===== src/rtl/mdu_iter.sv =====
// Multiply/divide unit: pipelined-latency multiply class and an iterative
// restoring divider (one quotient bit per cycle) writing architectural HI/LO.
module mdu_iter #(
    parameter int WIDTH   = 32,
    parameter int MUL_LAT = 5
) (
    input  logic             clock,
    input  logic             reset,
    input  logic             start,
    input  logic [3:0]       op,
    input  logic [WIDTH-1:0] a,
    input  logic [WIDTH-1:0] b,
    input  logic             cancel,
    output logic             busy,
    output logic             done,
    output logic             div_zero,
    output logic [WIDTH-1:0] hi,
    output logic [WIDTH-1:0] lo
);

    localparam int W2      = 2 * WIDTH;
    localparam int CNT_MAX = (WIDTH > MUL_LAT) ? WIDTH : MUL_LAT;
    localparam int CNT_W   = $clog2(CNT_MAX + 1);

    localparam logic [CNT_W-1:0] MUL_INIT = CNT_W'(MUL_LAT - 1);
    localparam logic [CNT_W-1:0] DIV_INIT = CNT_W'(WIDTH - 1);
    localparam logic [CNT_W-1:0] CNT_ONE  = CNT_W'(1);

    typedef enum logic [2:0] {
        S_IDLE,
        S_MUL,
        S_DPREP,
        S_DITER,
        S_DFIX
    } state_t;

    state_t            state_q, state_d;
    logic [CNT_W-1:0]  cnt_q, cnt_d;
    logic [W2-1:0]     prod_q, prod_d;
    logic [WIDTH-1:0]  quo_q, quo_d;
    logic [WIDTH-1:0]  rem_q, rem_d;
    logic [WIDTH-1:0]  dvs_q, dvs_d;
    logic              negq_q, negq_d;
    logic              negr_q, negr_d;
    logic [WIDTH-1:0]  hi_q, hi_d;
    logic [WIDTH-1:0]  lo_q, lo_d;
    logic              done_q, done_d;
    logic              dz_q, dz_d;

    logic              op_uns;
    logic [W2-1:0]     a_ext, b_ext, mul_raw, hilo, mul_res;
    logic              a_neg, b_neg;
    logic [WIDTH-1:0]  a_mag, b_mag;
    logic [WIDTH:0]    rem_sh, rem_diff;
    logic [WIDTH-1:0]  quo_fix, rem_fix;

    // op[0] selects unsigned for every multiply and divide opcode.
    assign op_uns  = op[0];
    assign a_ext   = op_uns ? {{WIDTH{1'b0}}, a} : {{WIDTH{a[WIDTH-1]}}, a};
    assign b_ext   = op_uns ? {{WIDTH{1'b0}}, b} : {{WIDTH{b[WIDTH-1]}}, b};
    assign mul_raw = a_ext * b_ext;
    assign hilo    = {hi_q, lo_q};

    always_comb begin
        mul_res = mul_raw;
        case (op[2:1])
            2'b10:   mul_res = hilo + mul_raw;
            2'b11:   mul_res = hilo - mul_raw;
            default: mul_res = mul_raw;
        endcase
    end

    assign a_neg = !op_uns && a[WIDTH-1];
    assign b_neg = !op_uns && b[WIDTH-1];
    assign a_mag = a_neg ? ({WIDTH{1'b0}} - a) : a;
    assign b_mag = b_neg ? ({WIDTH{1'b0}} - b) : b;

    // A negative trial difference shows up as a set top bit of the (W+1)-bit result.
    assign rem_sh   = {rem_q, quo_q[WIDTH-1]};
    assign rem_diff = rem_sh - {1'b0, dvs_q};

    assign quo_fix = negq_q ? ({WIDTH{1'b0}} - quo_q) : quo_q;
    assign rem_fix = negr_q ? ({WIDTH{1'b0}} - rem_q) : rem_q;

    always_comb begin
        state_d = state_q;
        cnt_d   = cnt_q;
        prod_d  = prod_q;
        quo_d   = quo_q;
        rem_d   = rem_q;
        dvs_d   = dvs_q;
        negq_d  = negq_q;
        negr_d  = negr_q;
        hi_d    = hi_q;
        lo_d    = lo_q;
        done_d  = 1'b0;
        dz_d    = 1'b0;

        if (state_q != S_IDLE && cancel) begin
            state_d = S_IDLE;
        end else begin
            case (state_q)
                S_IDLE: begin
                    if (start && !cancel) begin
                        case (op)
                            4'd0, 4'd1, 4'd4, 4'd5, 4'd6, 4'd7: begin
                                prod_d  = mul_res;
                                cnt_d   = MUL_INIT;
                                state_d = S_MUL;
                            end
                            4'd2, 4'd3: begin
                                if (b == '0) begin
                                    done_d = 1'b1;
                                    dz_d   = 1'b1;
                                end else begin
                                    quo_d   = a_mag;
                                    dvs_d   = b_mag;
                                    rem_d   = '0;
                                    negq_d  = a_neg ^ b_neg;
                                    negr_d  = a_neg;
                                    state_d = S_DPREP;
                                end
                            end
                            4'd8:    hi_d = a;
                            4'd9:    lo_d = a;
                            default: ;
                        endcase
                    end
                end
                S_MUL: begin
                    if (cnt_q == '0) begin
                        hi_d    = prod_q[W2-1:WIDTH];
                        lo_d    = prod_q[WIDTH-1:0];
                        done_d  = 1'b1;
                        state_d = S_IDLE;
                    end else begin
                        cnt_d = cnt_q - CNT_ONE;
                    end
                end
                S_DPREP: begin
                    cnt_d   = DIV_INIT;
                    state_d = S_DITER;
                end
                S_DITER: begin
                    if (!rem_diff[WIDTH]) begin
                        rem_d = rem_diff[WIDTH-1:0];
                        quo_d = {quo_q[WIDTH-2:0], 1'b1};
                    end else begin
                        rem_d = rem_sh[WIDTH-1:0];
                        quo_d = {quo_q[WIDTH-2:0], 1'b0};
                    end
                    if (cnt_q == '0) begin
                        state_d = S_DFIX;
                    end else begin
                        cnt_d = cnt_q - CNT_ONE;
                    end
                end
                S_DFIX: begin
                    lo_d    = quo_fix;
                    hi_d    = rem_fix;
                    done_d  = 1'b1;
                    state_d = S_IDLE;
                end
                default: state_d = S_IDLE;
            endcase
        end
    end

    always_ff @(posedge clock) begin
        if (reset) begin
            state_q <= S_IDLE;
            cnt_q   <= '0;
            prod_q  <= '0;
            quo_q   <= '0;
            rem_q   <= '0;
            dvs_q   <= '0;
            negq_q  <= 1'b0;
            negr_q  <= 1'b0;
            hi_q    <= '0;
            lo_q    <= '0;
            done_q  <= 1'b0;
            dz_q    <= 1'b0;
        end else begin
            state_q <= state_d;
            cnt_q   <= cnt_d;
            prod_q  <= prod_d;
            quo_q   <= quo_d;
            rem_q   <= rem_d;
            dvs_q   <= dvs_d;
            negq_q  <= negq_d;
            negr_q  <= negr_d;
            hi_q    <= hi_d;
            lo_q    <= lo_d;
            done_q  <= done_d;
            dz_q    <= dz_d;
        end
    end

    assign busy     = (state_q != S_IDLE);
    assign done     = done_q;
    assign div_zero = dz_q;
    assign hi       = hi_q;
    assign lo       = lo_q;

endmodule


===== config.mk =====
export PLATFORM = sky130hd
export DESIGN_NAME = mdu_iter
export DESIGN_NICKNAME = d
export VERILOG_FILES = /design/src/rtl/mdu_iter.sv
export SDC_FILE = /design/constraint.sdc
export NUM_CORES = 2
export LEC_CHECK = 0
export ABC_AREA = 1
export BUFFER_PORTS_ARGS = -buffer_cell sky130_fd_sc_hd__buf_4
export CELL_PAD_IN_SITES_DETAIL_PLACEMENT = 0
export CELL_PAD_IN_SITES_GLOBAL_PLACEMENT = 2
export CORE_ASPECT_RATIO = 0.75
export CORE_MARGIN = 2
export CORE_UTILIZATION = 43
export DETAILED_ROUTE_END_ITERATION = 10
export PLACE_DENSITY = 0.88
export SYNTH_ARGS = -nofsm -noshare
export SYNTH_HDL_FRONTEND = slang
export SYNTH_SLANG_ARGS = --single-unit

===== constraint.sdc =====
create_clock -name clock -period 40.7 [get_ports clock]
set_clock_uncertainty 0.15 [all_clocks]
set_input_delay 8.14 -clock clock [delete_from_list [all_inputs] [get_ports clock]]
set_output_delay 8.14 -clock clock [all_outputs]
set_load 0.1 [all_outputs]

# After elaboration in Yosys (flattened, before gate mapping)
# Cells that the tools add are included.
# word_totals
register_bits	237
latch_bits	0
mem_bits_rw	0
rom_bits	0
inputBits	72
out_inout_bits	67
word_cells	117
n_memories	0
# classes
add_sub_neg	8
n_mul	1
n_div	0
order_cmp	0
n_eq_ne	26
n_shift	0
muxes	40
bitwise_logic	4
n_reduce_logical	26
# ops
operator	n
2-to-1 mux 32 bit	17
one-hot mux 32 bit (3 select lines)	2
2-to-1 mux 64 bit	2
one-hot mux 32 bit (2 select lines)	2
one-hot mux 64 bit (2 select lines)	1
subtractor 1 x 32 -> 32 bit (first input constant)	4
adder 64 bit	1
multiplier 64 x 64 -> 64 bit	1
subtractor 64 bit	1
subtractor 33 x 32 -> 33 bit	1
zero test 32 bit	1
AND reduction 5 bit	6
2-to-1 mux 6 bit	3
one-hot mux 6 bit (3 select lines)	1
equality test 4 x 3 -> 1 bit (second input constant)	4
2-to-1 mux 3 bit	4
one-hot mux 3 bit (4 select lines)	1
inequality test 2 bit (second input constant)	5
nonzero test 3 bit	3
equality test 4 x 2 -> 1 bit (second input constant)	2
equality test 4 bit (second input constant)	2
inequality test 2 x 1 -> 1 bit (second input constant)	4
equality test 3 x 2 -> 1 bit (second input constant)	2
zero test 6 bit	1
21 further kinds	34

# Longest topological paths before layout
# depth
ltp_word	7
depth_mapped	63
depth_no_buf	61

# Worst setup path after synthesis
# No wires, ideal clock.
# synth_path
path_kind	input-to-reg
start	input port b[31]
end	register prod_q[63]
setup_time_ns	0.132
t_arrival_ns	18.594
required_time_ns	40.418
slack_ns	21.824
cell_stages	57
path_buffers	3
path_cell_list	clkbuf_1 clkbuf_1 clkbuf_1 nand2_1 nor2_1 inv_1 fa_1 inv_1 fa_1 fa_1 fa_1 inv_1 fa_1 inv_1 fa_1 inv_1 fa_1 inv_1 [21 not listed] nand2_1 o211ai_1 xor2_1 ha_1 a21oi_1 inv_1 a21oi_1 nor2_1 a2111oi_0 o211ai_1 a21oi_1 nand3_1 nand2_1 inv_1 nand3_1 nand3_1 nand2_1 a21oi_1
# synth_via
elab_chain_len	4
word_cells_on_any_way	5
classes_between	add/sub (2); mul (1); mux (2)
# synth_rtl
item	line_no	rtl
start: declaration	12	input logic [WIDTH-1:0] b,
2-to-1 mux 64 bit *	60	assign b_ext = op_uns ? {{WIDTH{1'b0}}, b} : {{WIDTH{b[WIDTH-1]}}, b};
multiplier 64 x 64 -> 64 bit *	61	assign mul_raw = a_ext * b_ext;
subtractor 64 bit / adder 64 bit (equally long branches)	68, 67	
one-hot mux 64 bit (2 select lines) *	66	case (op[2:1])
end signal: assignment	186	prod_q <= prod_d;
end: declaration	39	logic [W2-1:0] prod_q, prod_d;
# Mark *: on every way between the ends. The rest lies on a longest branch, timed or not.
# A chain may end at the register's enable or synchronous reset.

# Worst setup path in the final report
# layout_path
start	input port op[0]
end	register prod_q[63]
# layout_via
elab_chain_len	4
word_cells_on_any_way	14
classes_between	add/sub (2); mul (1); eq/ne (5); mux (3); reduce/logical (3)
# layout_rtl
item	line_no	rtl
start: declaration	10	input logic [3:0] op,
2-to-1 mux 64 bit (on tied branches)	59, 60	
multiplier 64 x 64 -> 64 bit	61	
subtractor 64 bit / adder 64 bit (equally long branches)	68, 67	
one-hot mux 64 bit (2 select lines)	66	
# Several ways; a longest one is shown, not always the timed one.

==> results.ini <==
[timing]
max_freq_mhz = 45.0
layout_min_cycle_time_ns = 22.23
rsz0062_at_grt = no
fin_setup_tns_ns = 0
timing.final.ws_setup_ns = 18.47
fin_crit_sh_pct = 54.6
finalMaxSlewViolations = 1
worst-slew-pin-transition_ns = 1.49
fin_hold_ws_ns = 0.319
setup_viol = 0
hold_violations = 0
slew_headroom_pct = -0.608

[setup_path]
path_class = in2reg
crit_family = adder cells
slowest_delay_ns = 1.15
crit_buf_inv = 11
worstPathMaxFanout = 27
worstSetupEndpointType = register
cp_common_cell = nand2_1
critPathLaunchType = primary input
arrival_ns = 22.54
required_ns = 41.01
critPathSlowestCell = clkinv_1

[detailed_routing]
drcViolationCount = 0
drtIter0Drc = 6465
vias = 61900
dr.pass1.iters = 6
drt_wl_total_mm = 291
avgRoutedWirePerCell_um = 25.2
viasPerCell = 5.35
ant_nets = 0

[finish]
syn2layout_area_growth_pct = 4.99
antenna_cells = 0
multi_input_area_sq_um = 54700
drive_above_1_share_pct = 4.11
area.sequential_sq_um = 4740
final_util_pct = 45.4
nets = 11300
num-fill-cells = 17100

[min_path]
hold_class = reg2reg

[clock_tree]
clk_latency_ns = 0.62
numCtsBuffers = 23
cts_tree = yes
post_cts_buffers = 0
cts_resized = 0
root_buffer = clkbuf_16
clockBufferDepth = 3
ctsHoldBuffers = 0
clock-sinks = 237
path_clk_slew_ns = 0.07
cts_max_level = 1

[floorplan]
ioPinCount = 139
die_x_um = 473
core-area_sq_um = 164000
die_y_um = 356
die_area_sq_um = 169000
start_util_pct = 43.2
row_count = 129

[logic_synthesis]
syn-instance-count = 9557
synth_area_sq_um = 71100
synth.yosys.seq_area_share_pct = 6.68
ys_types = 61
ys_async_sr_fraction_pct = 0
syn-num-nets = 11500
synth_edf_count = 0
avgSynthCellArea_sq_um = 7.44
synth_ff_type = dfxtp_1
yosys_warnings = 0
synth-seq-cells = 237

[outcome]
status = complete, but fails checks
violations = max-capacitance violations, max-slew violations

[flow_run]
cap_violations = 2

[global_routing]
grt_pass1_wl_mm = 433
antenna_found_initial = 6
grt-ovfl-total = 0
grt_max_degree = 84
grt_pass1_vias = 63200
track_usage_pct = 35.1

[placement]
hpwlAfterDp_mm = 234
gp_congestion = 0.986
port_buffers = 138
place_ws_ns = 18.21

[layer usage]
metal | vias up | GRT usage (%) | wire [um]
met4 | 4 | 7.90 | 8040
met2 | 2851 | 49.1 | 116000
li1 | 27700 | - | -
met3 | 355 | 9.33 | 32000
met1 | 31000 | 53.4 | 135000
met5 | - | 0 | 23
[cell families (layout without fill, tap and decap cells)]
logic type                 after synthesis  after routing  synth area share, %
buffers and inverters                 3117           2960                 16.5
and+or+nand+nor                       3080           3080                 17.8
adders and majority gates             1836           1836                 47.5
AOI/OAI and AO/OA                     1059           1059                 8.62
DFF                                    237            237                 6.68
xor gates and xnor gates               228            228                 2.93
[state kept, by name, summed over array words and instances (netlist names)]
name / flops
done: 1
rem_q: 32
quo_q: 32
negq_q: 1
dvs_q: 32
hi: 32
cnt_q: 6
state_q: 3
lo: 32
prod_q: 64
negr_q: 1
div_zero: 1
[synth_stat cells, types with 4 or more instances]
cell type,n,share of area (%)
nand2_4,5,0.079
inv_1,2689,14
xor2_4,4,0.15
fa_1,1435,40
o21a_1,14,0.15
o31ai_1,4,0.042
nor3b_1,4,0.042
a211oi_1,12,0.13
a31oi_1,44,0.39
nand3_2,7,0.099
clkbuf_1,256,1.4
xnor2_1,81,1.0
o221ai_1,10,0.12
dfxtp_1,237,6.7
or2_2,23,0.20
a21oi_1,420,3.0
nand2_2,20,0.18
nor4_1,15,0.13
nand4_1,54,0.48
nand3b_1,20,0.21
nand2_1,2107,11
a21o_1,13,0.14
o21ai_1,13,0.092
xor2_1,142,1.8
nor2_1,480,2.5
o22ai_1,7,0.062
a21boi_0,8,0.085
buf_2,17,0.12
nor3_1,82,0.58
nor2_4,8,0.13
o21bai_1,25,0.26
nand3_1,209,1.5
buf_1,123,0.65
inv_2,28,0.15
a41oi_1,59,0.73
o21ai_0,319,2.2
ha_1,401,7.1
clkinv_1,4,0.021
o211ai_1,92,0.97
nor3_2,13,0.18
nor2_2,19,0.17
[cells in the final DEF, fill, tap and decap left out, types with 8 or more instances in the layout]
| cell type | Yosys | layout |
|---|---|---|
| a211oi_1 | 12 | 12 |
| a21boi_0 | 8 | 8 |
| a21o_1 | 13 | 13 |
| a21oi_1 | 420 | 420 |
| a31oi_1 | 44 | 44 |
| a41oi_1 | 59 | 59 |
| buf_4 | 0 | 198 |
| clkbuf_16 | 0 | 23 |
| dfxtp_1 | 237 | 237 |
| fa_1 | 1435 | 1435 |
| ha_1 | 401 | 401 |
| inv_1 | 2689 | 2688 |
| inv_2 | 28 | 29 |
| nand2_1 | 2107 | 2106 |
| nand2_2 | 20 | 21 |
| nand3_1 | 209 | 209 |
| nand3b_1 | 20 | 20 |
| nand4_1 | 54 | 54 |
| nor2_1 | 480 | 476 |
| nor2_2 | 19 | 21 |
| nor2_4 | 8 | 10 |
| nor3_1 | 82 | 78 |
| nor3_2 | 13 | 17 |
| nor4_1 | 15 | 15 |
| o211ai_1 | 92 | 92 |
| o21a_1 | 14 | 14 |
| o21ai_0 | 319 | 318 |
| o21ai_1 | 13 | 13 |
| o21bai_1 | 25 | 25 |
| o221ai_1 | 10 | 10 |
| or2_2 | 23 | 23 |
| xnor2_1 | 81 | 81 |
| xor2_1 | 142 | 142 |
[worst reg2reg max path: cells and delay by family (launching register included)]
kind,cells,cell delay (ns)
and+or+nand+nor,6,0.72
adders and majority gates,2,0.41
AOI/OAI and AO/OA,9,2.87
DFF,1,0.38
buffers and inverters,3,0.33
[metrics by stage]
step	std cells	instance area [sq um]
6_report	11600	74600
5_1_grt	11600	74600
4_1_cts	11600	74600
3_5_place_dp	11500	73800
3_3_place_gp	11500	73800
2_1_floorplan	9557	71100
[final timing paths]
kind,start,cells after the start,end,slack (ns)
worst max-delay path,op[0],50,prod_q[63],18.47
worst min-delay path,prod_q[21],2,prod_q[21],0.32
worst max register to register,lo[0],20,prod_q[54],35.81
worst min register to register,prod_q[21],2,prod_q[21],0.32
[area by class of cell]
type	instances	area share, %
inverter	2721	13.7
sequential	237	6.36
timing repair buffer	198	1.99
clock buffer	30	0.847
tap	2161	3.62
multi-input combinational	6203	73.3
clock inverter	11	0.233
Power is not shown: default switching activity piles up to over one toggle a cycle in this logic, so the estimate is an artifact.
